<file path="src/rtl/pipe_pkg.sv">
// rtl/pipe_pkg.sv - shared states, default widths and payload field offsets for pipeline stage registers
package pipe_pkg;

    typedef enum logic [1:0] {
        EMPTY = 2'd0,
        FULL  = 2'd1,
        SKID  = 2'd2
    } pipe_state_e;

    localparam int PIPE_DATA_W = 160;
    localparam int PIPE_CNT_W  = 16;

    // Each stage payload is five 32-bit fields packed LSB-first
    localparam int FIELD_W  = 32;
    localparam int OFF_PC   = 0;
    localparam int OFF_IR   = 32;
    localparam int OFF_ALUO = 64;
    localparam int OFF_PC8  = 96;
    localparam int OFF_RT   = 128;

endpackage

</file>
<file path="src/rtl/pipe_stage_reg_if.sv">
// rtl/pipe_stage_reg_if.sv - valid/ready/data stream bundle between pipeline stages
interface pipe_stage_reg_if #(
    parameter int DATA_W = pipe_pkg::PIPE_DATA_W
);
    logic              valid;
    logic              ready;
    logic [DATA_W-1:0] data;

    modport master (output valid, output data, input ready);
    modport slave  (input valid, input data, output ready);
endinterface

</file>
<file path="src/rtl/pipe_sat_counter.sv">
// rtl/pipe_sat_counter.sv - saturating up-counter, cleared only by rst
module pipe_sat_counter #(
    parameter int W = 16
) (
    input  logic         clk,
    input  logic         rst,
    input  logic         inc,
    output logic [W-1:0] cnt
);
    logic [W-1:0] cnt_q, cnt_d;

    always_comb begin
        cnt_d = cnt_q;
        if (inc && (cnt_q != {W{1'b1}}))
            cnt_d = cnt_q + {{(W-1){1'b0}}, 1'b1};
    end

    always_ff @(posedge clk) begin
        if (rst)
            cnt_q <= '0;
        else
            cnt_q <= cnt_d;
    end

    assign cnt = cnt_q;
endmodule

</file>
<file path="src/rtl/pipe_stage_reg.sv">
// rtl/pipe_stage_reg.sv - valid/ready pipeline register with flush and stall counter; PIPE_SKID_EN adds a skid entry
module pipe_stage_reg
    import pipe_pkg::*;
#(
    parameter int DATA_W = PIPE_DATA_W,
    parameter int CNT_W  = PIPE_CNT_W
) (
    input  logic             clk,
    input  logic             rst,
    input  logic             flush,
    pipe_stage_reg_if.slave  in_if,
    pipe_stage_reg_if.master out_if,
    output logic [CNT_W-1:0] stall_cnt
);
    pipe_state_e       state_q, state_d;
    logic [DATA_W-1:0] out_data_q, out_data_d;
    logic              out_valid;
    logic              in_ready;

    assign out_valid = (state_q != EMPTY);

`ifdef PIPE_SKID_EN
    logic [DATA_W-1:0] skid_data_q, skid_data_d;
    // Depends only on state, so out_ready never reaches in_ready combinationally
    assign in_ready = (state_q != SKID);
`else
    assign in_ready = (state_q == EMPTY) || out_if.ready;
`endif

    always_comb begin
        state_d    = state_q;
        out_data_d = out_data_q;
`ifdef PIPE_SKID_EN
        skid_data_d = skid_data_q;
`endif
        if (flush) begin
            state_d    = EMPTY;
            out_data_d = '0;
`ifdef PIPE_SKID_EN
            skid_data_d = '0;
`endif
        end else begin
            case (state_q)
                EMPTY: begin
                    if (in_if.valid) begin
                        state_d    = FULL;
                        out_data_d = in_if.data;
                    end
                end
                FULL: begin
                    if (out_if.ready) begin
                        if (in_if.valid)
                            out_data_d = in_if.data;
                        else
                            state_d = EMPTY;
                    end
`ifdef PIPE_SKID_EN
                    else if (in_if.valid) begin
                        state_d     = SKID;
                        skid_data_d = in_if.data;
                    end
`endif
                end
                SKID: begin
`ifdef PIPE_SKID_EN
                    if (out_if.ready) begin
                        state_d    = FULL;
                        out_data_d = skid_data_q;
                    end
`else
                    state_d = EMPTY;
`endif
                end
                default: state_d = EMPTY;
            endcase
        end
    end

    always_ff @(posedge clk) begin
        if (rst) begin
            state_q    <= EMPTY;
            out_data_q <= '0;
`ifdef PIPE_SKID_EN
            skid_data_q <= '0;
`endif
        end else begin
            state_q    <= state_d;
            out_data_q <= out_data_d;
`ifdef PIPE_SKID_EN
            skid_data_q <= skid_data_d;
`endif
        end
    end

    pipe_sat_counter #(.W(CNT_W)) u_stall_cnt (
        .clk (clk),
        .rst (rst),
        .inc (out_valid && !out_if.ready),
        .cnt (stall_cnt)
    );

    assign in_if.ready  = in_ready;
    assign out_if.valid = out_valid;
    assign out_if.data  = out_data_q;
endmodule

</file>
<file path="src/flat_wrapper.sv">
// flat-port wrapper written by rule: the top's interface ports become plain ports
module pipe_stage_reg_flat import pipe_pkg::*;
#(
    parameter int DATA_W = PIPE_DATA_W,
    parameter int CNT_W  = PIPE_CNT_W
)
  (clk, rst, flush, stall_cnt, in_if_valid, in_if_data, in_if_ready, out_if_valid, out_if_data, out_if_ready);
  pipe_stage_reg_if #(.DATA_W(DATA_W)) in_if_i ();
  pipe_stage_reg_if #(.DATA_W(DATA_W)) out_if_i ();
  input  logic clk;
  input  logic rst;
  input  logic flush;
  output logic [CNT_W-1:0] stall_cnt;
  input wire logic [$bits(in_if_i.valid)-1:0] in_if_valid;
  input wire logic [$bits(in_if_i.data)-1:0] in_if_data;
  output wire logic [$bits(in_if_i.ready)-1:0] in_if_ready;
  output wire logic [$bits(out_if_i.valid)-1:0] out_if_valid;
  output wire logic [$bits(out_if_i.data)-1:0] out_if_data;
  input wire logic [$bits(out_if_i.ready)-1:0] out_if_ready;
  assign in_if_i.valid = in_if_valid;
  assign in_if_i.data = in_if_data;
  assign in_if_ready = in_if_i.ready;
  assign out_if_valid = out_if_i.valid;
  assign out_if_data = out_if_i.data;
  assign out_if_i.ready = out_if_ready;
  pipe_stage_reg #(.DATA_W(DATA_W), .CNT_W(CNT_W)) u_core (.clk(clk), .rst(rst), .flush(flush), .in_if(in_if_i), .out_if(out_if_i), .stall_cnt(stall_cnt));
endmodule
</file>
<file path="config.mk">
export PLATFORM = sky130hd
export DESIGN_NAME = pipe_stage_reg_flat
export DESIGN_NICKNAME = d
export VERILOG_FILES = /design/src/rtl/pipe_pkg.sv /design/src/rtl/pipe_stage_reg_if.sv /design/src/rtl/pipe_sat_counter.sv /design/src/rtl/pipe_stage_reg.sv /design/src/flat_wrapper.sv
export SDC_FILE = /design/constraint.sdc
export NUM_CORES = 1
export LEC_CHECK = 0
export ABC_AREA = 1
export CAP_MARGIN = 30
export CORE_AREA = 2 2 134 136
export DETAILED_ROUTE_END_ITERATION = 8
export DIE_AREA = 0 0 136 138
export DONT_BUFFER_PORTS = 1
export SYNTH_ARGS = -nofsm -noshare
export SYNTH_HDL_FRONTEND = slang
export SYNTH_SLANG_ARGS = --single-unit
</file>
<file path="constraint.sdc">
create_clock -name clk -period 2.3 [get_ports clk]
set_input_delay 0.23 -clock clk [delete_from_list [all_inputs] [get_ports clk]]
set_output_delay 0.23 -clock clk [all_outputs]
set_load 0.02 [all_outputs]
</file>
==> impl_metrics.yaml, run 1 <==
global_routing:
  overflow: 0
  grt_pass1_vias: 5963
  antenna_found_initial: 1
  groute.usage.overall: 0.199
  grt_first_pass_wirelength_um: 29900
  grt_max_degree: 90
worst_setup_path:
  worstPathCellList: "nand2_4 > inv_2 > nor2_4 > buf_12 > nand2_1 > a21oi_1"
  ff2ff_setup_slack_ns: 0.61
  required_ns: 2.64
  critPathSlowestCell: "dfxtp_1"
  start_kind: "register"
  crit_fanout: 89
  worstPathArrival_ns: 2.03
  r2r_end: "u_core.out_if.data[134]"
  slowest_delay_ns: 0.34
  timing.rr.start: "u_core.state_q[0]"
  reg2regPathDepth: 6
  cp-end-kind: "register"
  path_class: "register to register"
sta:
  setup_violations: 0
  hold_viol: 0
  tightestPinTransition_ns: 0.489
  slew_headroom: 0.674
  clock.fmax_mhz: 591
  hold_slack_ns: 0.0347
  maxSlewViolCount: 0
  finalCritPeriodShare: 0.735
  fin_crit_ns: 1.69
  setup_tns_ns: 0
  rsz0062_at_grt: "no"
  fin_skew_ns: 0.00880
clock_network:
  clk_pin_slew_ns: 0.07
  clockBufferDepth: 2
  cts_max_level: 4
  clk_latency_ns: 0.42
  postCtsResizedCells: 0
  cts_tree: "done"
  clock-sinks: 177
  postCtsSetupRepairBufs: 0
  clock-root-buffer: "clkbuf_16"
  cts_buffers: 17
final_layout:
  register_area_um2: 3540
  nNetsFinal: 1163
  area_growth_pct: 38.2
  layout-drive-gt1-share: 0.0555
  fill_cells: 1557
  multi_input_area_um2: 2590
logic_synthesis:
  synth_edf_count: 0
  yosysMostFrequentCell: "nand2_1"
  synth_top_flop_cell: "dfxtp_1"
  synth_area_leader_cell: "dfxtp_1"
  synthesis.area_um2: 6450
  synthTopCellsByCount: "nand2_1, dfxtp_1, a21oi_1, nor2_1, buf_2"
  synthTopCellsByArea: "dfxtp_1, nand2_1, a21oi_1"
  synthDistinctLibCells: 23
  synthesis.area_per_instance_um2: 7.53
  synth_seq_area_share: 0.549
  synth_warnings: 0
  synth_fp_nets: 1023
  ys_ff_latch: 177
  async_flop_share: 0
  synth_top_area_share: 0.549
  postSynthCellCount: 857
place:
  globalplace.congestion: 0.863
  port-buffer-count: 0
  place_hpwl_um: 12100
floorplan:
  start_util: 0.368
  die_area_um2: 18800
  ios: 343
  rows: 49
  die_w_um: 136
  die_h_um: 138
  coreArea_um2: 17500
detailed_routing:
  drt-total-wl_um: 19700
  antenna_left: 0
  first_pass_iters: 6
  via_per_inst: 4.95
  vias: 6135
  drc: 0
  drt_iter0_drc: 290
  wl_per_cell_um: 15.9
power:
  power_density_nw_per_um2: 791
  vdd_drop_max_v: 0.000468
  p_leak_nw: 3.38
outcome:
  status: "complete, no violations"
min_path:
  holdCritPathClass: "input port to register"
  holdPathStages: 2
  hp-start: "in_if_data[132]"
  hold_path_end: "u_core.out_if.data[132]"
flow_run:
  drv_cap: 0
## cell usage in the layout, fill, tap and decap left out, drive strengths merged, types with 2 or more instances in the layout
master,netlist,layout
nor2,48,48
nand3b,2,2
dlygate4sd3,0,157
nand2,357,357
nand3,15,15
dfxtp,177,177
o21ai,4,4
bufinv,0,4
inv,19,25
a21oi,170,170
nand4,6,6
clkbuf,16,19
buf,37,17
## metal layers
layer	part of all wire	track usage	wire length (um)
met3	0.095	0.0711	1870
met4	0.034	0.0927	672
met5	0	0	0
met2	0.48	0.345	9460
met1	0.39	0.213	7660
## timing repair
item | CTS | global route
hold endpoints to repair | 157 | 0
hold buffers | 157 | 0
endpoints found under the setup margin | 0 | 0
## flip-flops by register name, summed over array words and instances, names as in the netlist
name                    cells
u_core.out_if.data        160
u_core.state_q              1
u_core.u_stall_cnt.cnt     16
## stage by stage
stage                     power [mW]   util  instances  setup slack, ns  area, um^2
after CTS                       7.15  0.508       1238            0.607        8910
final                           7.05  0.508       1239            0.609        8910
after floorplan                 3.66      -        857            0.797        6450
after global routing            7.34  0.508       1239            0.395        8910
after detailed placement        3.76  0.382       1050            0.617        6690
after global placement          3.75  0.382       1050            0.654        6690
## power breakdown
group	total, mW	switching, mW	internal (mW)	leakage (nW)
Clock	3.13	1.23	1.90	0.313
Combinational	0.579	0.295	0.284	1.63
Sequential	3.34	0.181	3.16	1.44
Total	7.05	1.71	5.34	3.38
## logic make-up (layout without fill, tap and decap cells)
group                    count (synthesis)  after routing  synth area share
AND/OR/NAND/NOR                        432            432             0.263
flip-flops                             177            177             0.549
AO/OA/AOI/OAI                          175            175             0.136
buffers and inverters                   72            224            0.0499
adder cells (fa/ha/maj)                  1              1           0.00194
other                                    0              1                 0
## cell type report
| class | count | area share |
|---|---|---|
| clock inverters | 12 | 0.0215 |
| multi-input cells | 608 | 0.290 |
| repair buffers | 174 | 0.199 |
| clock buffers | 19 | 0.0508 |
| inverters | 19 | 0.00828 |
| flip-flops and latches | 177 | 0.398 |
| well taps | 229 | 0.0321 |
| diodes | 1 | 0.000281 |
## worst max-delay path by stage
stage | from | to | cells past startpoint
final | u_core.state_q[0] | u_core.out_if.data[134] | 6
after global routing | u_core.u_stall_cnt.cnt[1] | u_core.u_stall_cnt.cnt[1] | 8
after CTS | u_core.u_stall_cnt.cnt[1] | u_core.u_stall_cnt.cnt[1] | 8
after detailed placement | u_core.u_stall_cnt.cnt[1] | u_core.u_stall_cnt.cnt[1] | 8
after global placement | u_core.u_stall_cnt.cnt[1] | u_core.u_stall_cnt.cnt[0] | 8
after floorplan | u_core.u_stall_cnt.cnt[0] | u_core.u_stall_cnt.cnt[0] | 8
## worst max-delay path: cells and delay by family, from the launching register on
family / cells / cell delay, ns
buffers and inverters: 2 / 0.46
DFF: 1 / 0.34
AOI/OAI and AO/OA: 1 / 0.18
and+or+nand+nor: 3 / 0.57
No activity file was read; power rests on OpenSTA's default activity.
==> inputs of run 2 (changes only) <==
clock period = 1.4 ns   (was 2.3 ns; I/O delays follow)
==> run 2 against run 1 <==
Effect of this change: total power grew 60%; register-to-register slack lost 0.58 ns; non-clock buffer count grew 35; final cell count grew 2.9%; die area is the same.
==> impl_metrics.yaml, run 2 (same netlist as run 1, synthesis figures left out) <==
worst_setup_path:
  start_kind: "register"
  critPathSlowestCell: "dfxtp_4"
  r2r_end: "u_core.u_stall_cnt.cnt[9]"
  crit_buf_inv: 1
  required_ns: 1.71
  crit_fanout: 10
  slowest_delay_ns: 0.38
  reg2regPathDepth: 7
  timing.rr.start: "u_core.u_stall_cnt.cnt[7]"
  worstPathArrival_ns: 1.69
  cp-end-kind: "register"
  worstPathCellList: "nand2_1 > inv_1 > nand2_2 > nor2_4 > nand3_4 > a21oi_1 > nor2_1"
  ff2ff_setup_slack_ns: 0.03
  path_class: "register to register"
  critPathTopFamily: "simple AND/OR/NAND/NOR gates"
sta:
  fin_skew_ns: 0.0102
  fin_crit_ns: 1.37
  clock.fmax_mhz: 729
  setup_violations: 0
  hold_viol: 0
  hold_slack_ns: 0.132
  slew_headroom: 0.667
  tightestPinTransition_ns: 0.499
  fin_ws_ns: 0.0288
  rsz0062_at_grt: "yes"
  finalCritPeriodShare: 0.979
  maxSlewViolCount: 0
floorplan:
  die_area_um2: 18800
  die_w_um: 136
  start_util: 0.368
  die_h_um: 138
  rows: 49
  coreArea_um2: 17500
  ios: 343
clock_network:
  clk_pin_slew_ns: 0.07
  cts_buffers: 17
  cts_max_level: 4
  clock-sinks: 177
  clock-root-buffer: "clkbuf_16"
  clk_latency_ns: 0.42
  clockBufferDepth: 2
  cts_tree: "done"
detailed_routing:
  via_per_inst: 4.99
  drt_iter0_drc: 314
  first_pass_iters: 5
  antenna_left: 0
  wl_per_cell_um: 16.3
  vias: 6367
  drc: 0
  drt-total-wl_um: 20800
final_layout:
  nNetsFinal: 1199
  multi_input_area_um2: 2730
  final_cell_mix: "nand2_1, a21oi_1, dfxtp_1"
  n_antenna_cell: 0
  postLayoutCoreUtil: 0.537
  area_growth_pct: 45.9
  fin_cells: 1275
  layout_commonest_cell: "nand2_1"
  layout-drive-gt1-share: 0.122
  register_area_um2: 3560
  largest_reg_flops: 160
  fill_cells: 1520
global_routing:
  grt_pass1_vias: 6252
  grt_first_pass_wirelength_um: 31100
  grt_max_degree: 92
  groute.usage.overall: 0.207
  antenna_found_initial: 0
  overflow: 0
place:
  preCtsSetupSlack_ns: 0.0112
  place_hpwl_um: 12600
  globalplace.congestion: 0.823
  port-buffer-count: 0
  dpl.cell_count: 1076
min_path:
  holdCritPathClass: "input port to register"
  hold_path_end: "u_core.u_stall_cnt.cnt[9]"
  holdPathStages: 3
  hp-start: "rst"
power:
  p_leak_nw: 3.59
  fin_total_pwr_mw: 11.3
  power_density_nw_per_um2: 1200
  vdd_drop_max_v: 0.000941
flow_run:
  drv_cap: 0
outcome:
  status: "complete, no violations"
==> run 2: per-stage QoR <==
step / cell area (um^2) / setup TNS (ns)
5_1_grt: 9410 / -0.666
3_5_place_dp: 6970 / 0
6_report: 9410 / 0
2_1_floorplan: 6460 / 0
3_3_place_gp: 6970 / 0
4_1_cts: 9170 / 0
==> run 2: layout make-up <==
cell class / instances / share of cell area
Timing Repair Buffer: 209 / 0.231
Clock buffer: 19 / 0.0460
Inverter: 19 / 0.00784
Sequential cell: 177 / 0.378
Tap cell: 229 / 0.0304
Clock inverter: 13 / 0.0160
Multi-Input combinational cell: 609 / 0.290
==> run 2: how the worst max path moves through the flow <==
stage | to | from | slack, ns | cells past startpoint
floorplan | u_core.u_stall_cnt.cnt[0] | u_core.u_stall_cnt.cnt[0] | 0.002 | 8
global placement | u_core.u_stall_cnt.cnt[0] | u_core.u_stall_cnt.cnt[0] | 0.02 | 8
detailed placement | u_core.u_stall_cnt.cnt[0] | u_core.u_stall_cnt.cnt[0] | 0.01 | 8
CTS | u_core.u_stall_cnt.cnt[0] | u_core.u_stall_cnt.cnt[8] | 0.004 | 9
global route | u_core.u_stall_cnt.cnt[15] | u_core.u_stall_cnt.cnt[7] | -0.09 | 7
finish | u_core.u_stall_cnt.cnt[9] | u_core.u_stall_cnt.cnt[7] | 0.03 | 7
==> run 2: where the power goes <==
part / switching (mW) / internal (mW) / total, mW
logic: 0.514 / 0.553 / 1.07
registers: 0.296 / 5.18 / 5.48
clock network: 2.05 / 2.67 / 4.71
==> run 2: per-layer routing <==
layer,share of wire,GRT usage,vias to the layer above
met1,0.37,0.215,2924
met3,0.092,0.0715,38
met4,0.026,0.0839,0
met5,0,0,-
met2,0.51,0.374,315
li1,-,-,3090
==> run 2: worst min-delay path, delay by kind of cell <==
kind	cells	cell delay (ns)
buffers and inverters	1	0.20
and+or+nand+nor	2	0.17
==> run 2: what timing repair did <==
item / CTS / global route
setup endpoints to repair: 2 / 27
hold buffers: 161 / 0
pin swaps: 2 / 5
setup buffers: 0 / 3
hold endpoints to repair: 161 / 0
cloned: 1 / 2
resized for setup: 1 / 47
==> inputs of run 3 (changes only) <==
CORE_AREA = 2 2 133 135   (was 2 2 134 136)
DIE_AREA = 0 0 135 137   (was 0 0 136 138)
==> run 3 against run 2 <==
Effect of this change: hold slack about the same; first-iteration DRC count increased by 0.32%; sequential share of layout area increased by 0.43 points; via count decreased by 1.1%; global-route usage decreased by 0.18 points; clock skew decreased by 0.0037 ns; critical path depth increased by 1; cell area decreased by 1.4%; critical path type unchanged; largest cell class unchanged; largest power group unchanged; highest routed layer unchanged.
==> impl_metrics.yaml, run 3 (same netlist as run 1, synthesis figures left out) <==
final_layout:
  n_antenna_cell: 0
  postLayoutCoreUtil: 0.544
  postLayoutCellArea_um2: 9280
  largest_reg_flops: 160
  layout_commonest_cell: "nand2_1"
  nNetsFinal: 1201
  fill_cells: 1450
  area_growth_pct: 43.9
  final_cell_mix: "nand2_1, a21oi_1, dfxtp_1"
  layout-drive-gt1-share: 0.110
detailed_routing:
  drc: 0
  first_pass_iters: 5
  drt_iter0_drc: 315
  drt-total-wl_um: 20800
  wl_per_cell_um: 16.3
  via_per_inst: 4.95
  antenna_left: 0
  vias: 6298
floorplan:
  die_w_um: 135
  coreArea_um2: 17100
  rows: 48
  die_h_um: 137
  die_area_um2: 18500
  start_util: 0.378
  ios: 343
min_path:
  holdCritPathClass: "input port to register"
  holdPathStages: 4
  hold_path_end: "u_core.state_q[0]"
  hp-start: "out_if_ready"
sta:
  hold_viol: 0
  slew_headroom: 0.658
  fin_skew_ns: 0.00650
  hold_slack_ns: 0.133
  fin_crit_ns: 1.34
  clock.fmax_mhz: 747
  setup_violations: 0
  finalCritPeriodShare: 0.957
  maxSlewViolCount: 0
  setup_tns_ns: 0
  rsz0062_at_grt: "yes"
  tightestPinTransition_ns: 0.512
worst_setup_path:
  cpMostUsedCell: "nor2_4"
  worstPathCellList: "ha_4 > nand3_2 > buf_4 > nor2_4 > nand2_2 > nor2_4 > o21ai_1 > a21oi_1"
  ff2ff_setup_slack_ns: 0.06
  crit_fanout: 2
  start_kind: "register"
  r2r_end: "u_core.u_stall_cnt.cnt[12]"
  cp-end-kind: "register"
  reg2regPathDepth: 8
  critPathSlowestCell: "dfxtp_2"
  worstPathArrival_ns: 1.69
  path_class: "register to register"
  timing.rr.start: "u_core.u_stall_cnt.cnt[0]"
  slowest_delay_ns: 0.36
  required_ns: 1.75
global_routing:
  groute.usage.overall: 0.205
  grt_pass1_vias: 5983
  grt_first_pass_wirelength_um: 30000
  overflow: 0
  antenna_found_initial: 0
  grt_max_degree: 65
clock_network:
  clock-sinks: 177
  cts_buffers: 17
  cts_max_level: 4
  clock-root-buffer: "clkbuf_16"
  clk_pin_slew_ns: 0.07
  clk_latency_ns: 0.43
  cts_tree: "done"
  clockBufferDepth: 2
power:
  clkPwrFrac: 0.413
  internal_power_mw: 8.09
  p_switching_mw: 3.04
  p_sw_frac: 0.273
  p_leak_nw: 3.56
  power_density_nw_per_um2: 1200
  p_comb_frac: 0.094
  p_seq_frac: 0.492
  vdd_drop_max_v: 0.000760
place:
  place_area_um2: 6920
  port-buffer-count: 0
  place_hpwl_um: 12600
  globalplace.congestion: 0.864
outcome:
  status: "complete, no violations"
flow_run:
  drv_cap: 0
-- run 3: cell count changes in the layout (fill, tap and decap cells not counted), moves of 3 or more --
cell / before / now
inv_8: 0 / 5
buf_4: 32 / 38
a21oi_2: 3 / 0
nor2_4: 8 / 4
nor2_1: 32 / 37
nand2_2: 7 / 4
a21oi_1: 167 / 170
nand2_1: 349 / 352
dfxtp_1: 167 / 170
buf_12: 13 / 8
-- run 3: cell type report --
| class | count | area, um^2 | area share |
|---|---|---|---|
| inverters | 19 | 73.8 | 0.00795 |
| clock inverters | 15 | 139 | 0.0150 |
| repair buffers | 212 | 2140 | 0.231 |
| well taps | 225 | 282 | 0.0303 |
| multi-input cells | 608 | 2670 | 0.288 |
| clock buffers | 17 | 425 | 0.0458 |
| flip-flops and latches | 177 | 3550 | 0.383 |
-- run 3: routing by layer --
layer,vias up,part of all wire,routed length [um],GRT usage
li1,3092,-,-,-
met1,2817,0.38,7940,0.220
met2,331,0.48,10100,0.356
met3,58,0.095,1980,0.0733
met4,0,0.039,804,0.104
met5,-,0,0,0
-- run 3: through the flow --
stage | power, mW | setup WS [ns] | std cells
finish | 11.1 | 0.0604 | 1273
global route | 11.6 | -0.0477 | 1273
CTS | 11.2 | -0.0145 | 1265
detailed placement | 6.22 | -0.0132 | 1072
global placement | 6.21 | 0.0174 | 1072
floorplan | 6.01 | 0.00185 | 857
-- run 3: repair_timing --
action / in CTS / in global routing
hold endpoints to repair: 161 / 0
gates resized for setup: 2 / 25
pin swaps: 0 / 4
buffers inserted: 0 / 6
hold buffers: 161 / 0
gates cloned: 0 / 2
endpoints found under the setup margin: 7 / 19
-- run 3: critical path, delay by kind of cell (launching register included) --
family	cells	cell delay [ns]
fa+ha+maj	1	0.14
compound gates	2	0.20
simple gates	4	0.40
flops	1	0.36
buf+inv	1	0.17
-- run 3: power by group through the flow --
stage / registers, mW / clock network, mW / logic [mW]
2_1_floorplan: 5.56 / 0 / 0.452
6_report: 5.48 / 4.60 / 1.05
3_3_place_gp: 5.59 / 0 / 0.619
3_5_place_dp: 5.59 / 0 / 0.624
5_1_grt: 5.49 / 4.94 / 1.14
4_1_cts: 5.48 / 4.70 / 0.994
-- run 3: worst max-delay path by stage --
stage                                   start                          to  slack (ns)  cells past startpoint
floorplan           u_core.u_stall_cnt.cnt[0]   u_core.u_stall_cnt.cnt[0]       0.002                      8
global placement    u_core.u_stall_cnt.cnt[0]   u_core.u_stall_cnt.cnt[0]        0.02                      8
detailed placement  u_core.u_stall_cnt.cnt[0]   u_core.u_stall_cnt.cnt[0]       -0.01                      8
CTS                 u_core.u_stall_cnt.cnt[0]  u_core.u_stall_cnt.cnt[12]       -0.01                      8
global route        u_core.u_stall_cnt.cnt[5]   u_core.u_stall_cnt.cnt[5]       -0.05                      8
finish              u_core.u_stall_cnt.cnt[0]  u_core.u_stall_cnt.cnt[12]        0.06                      8
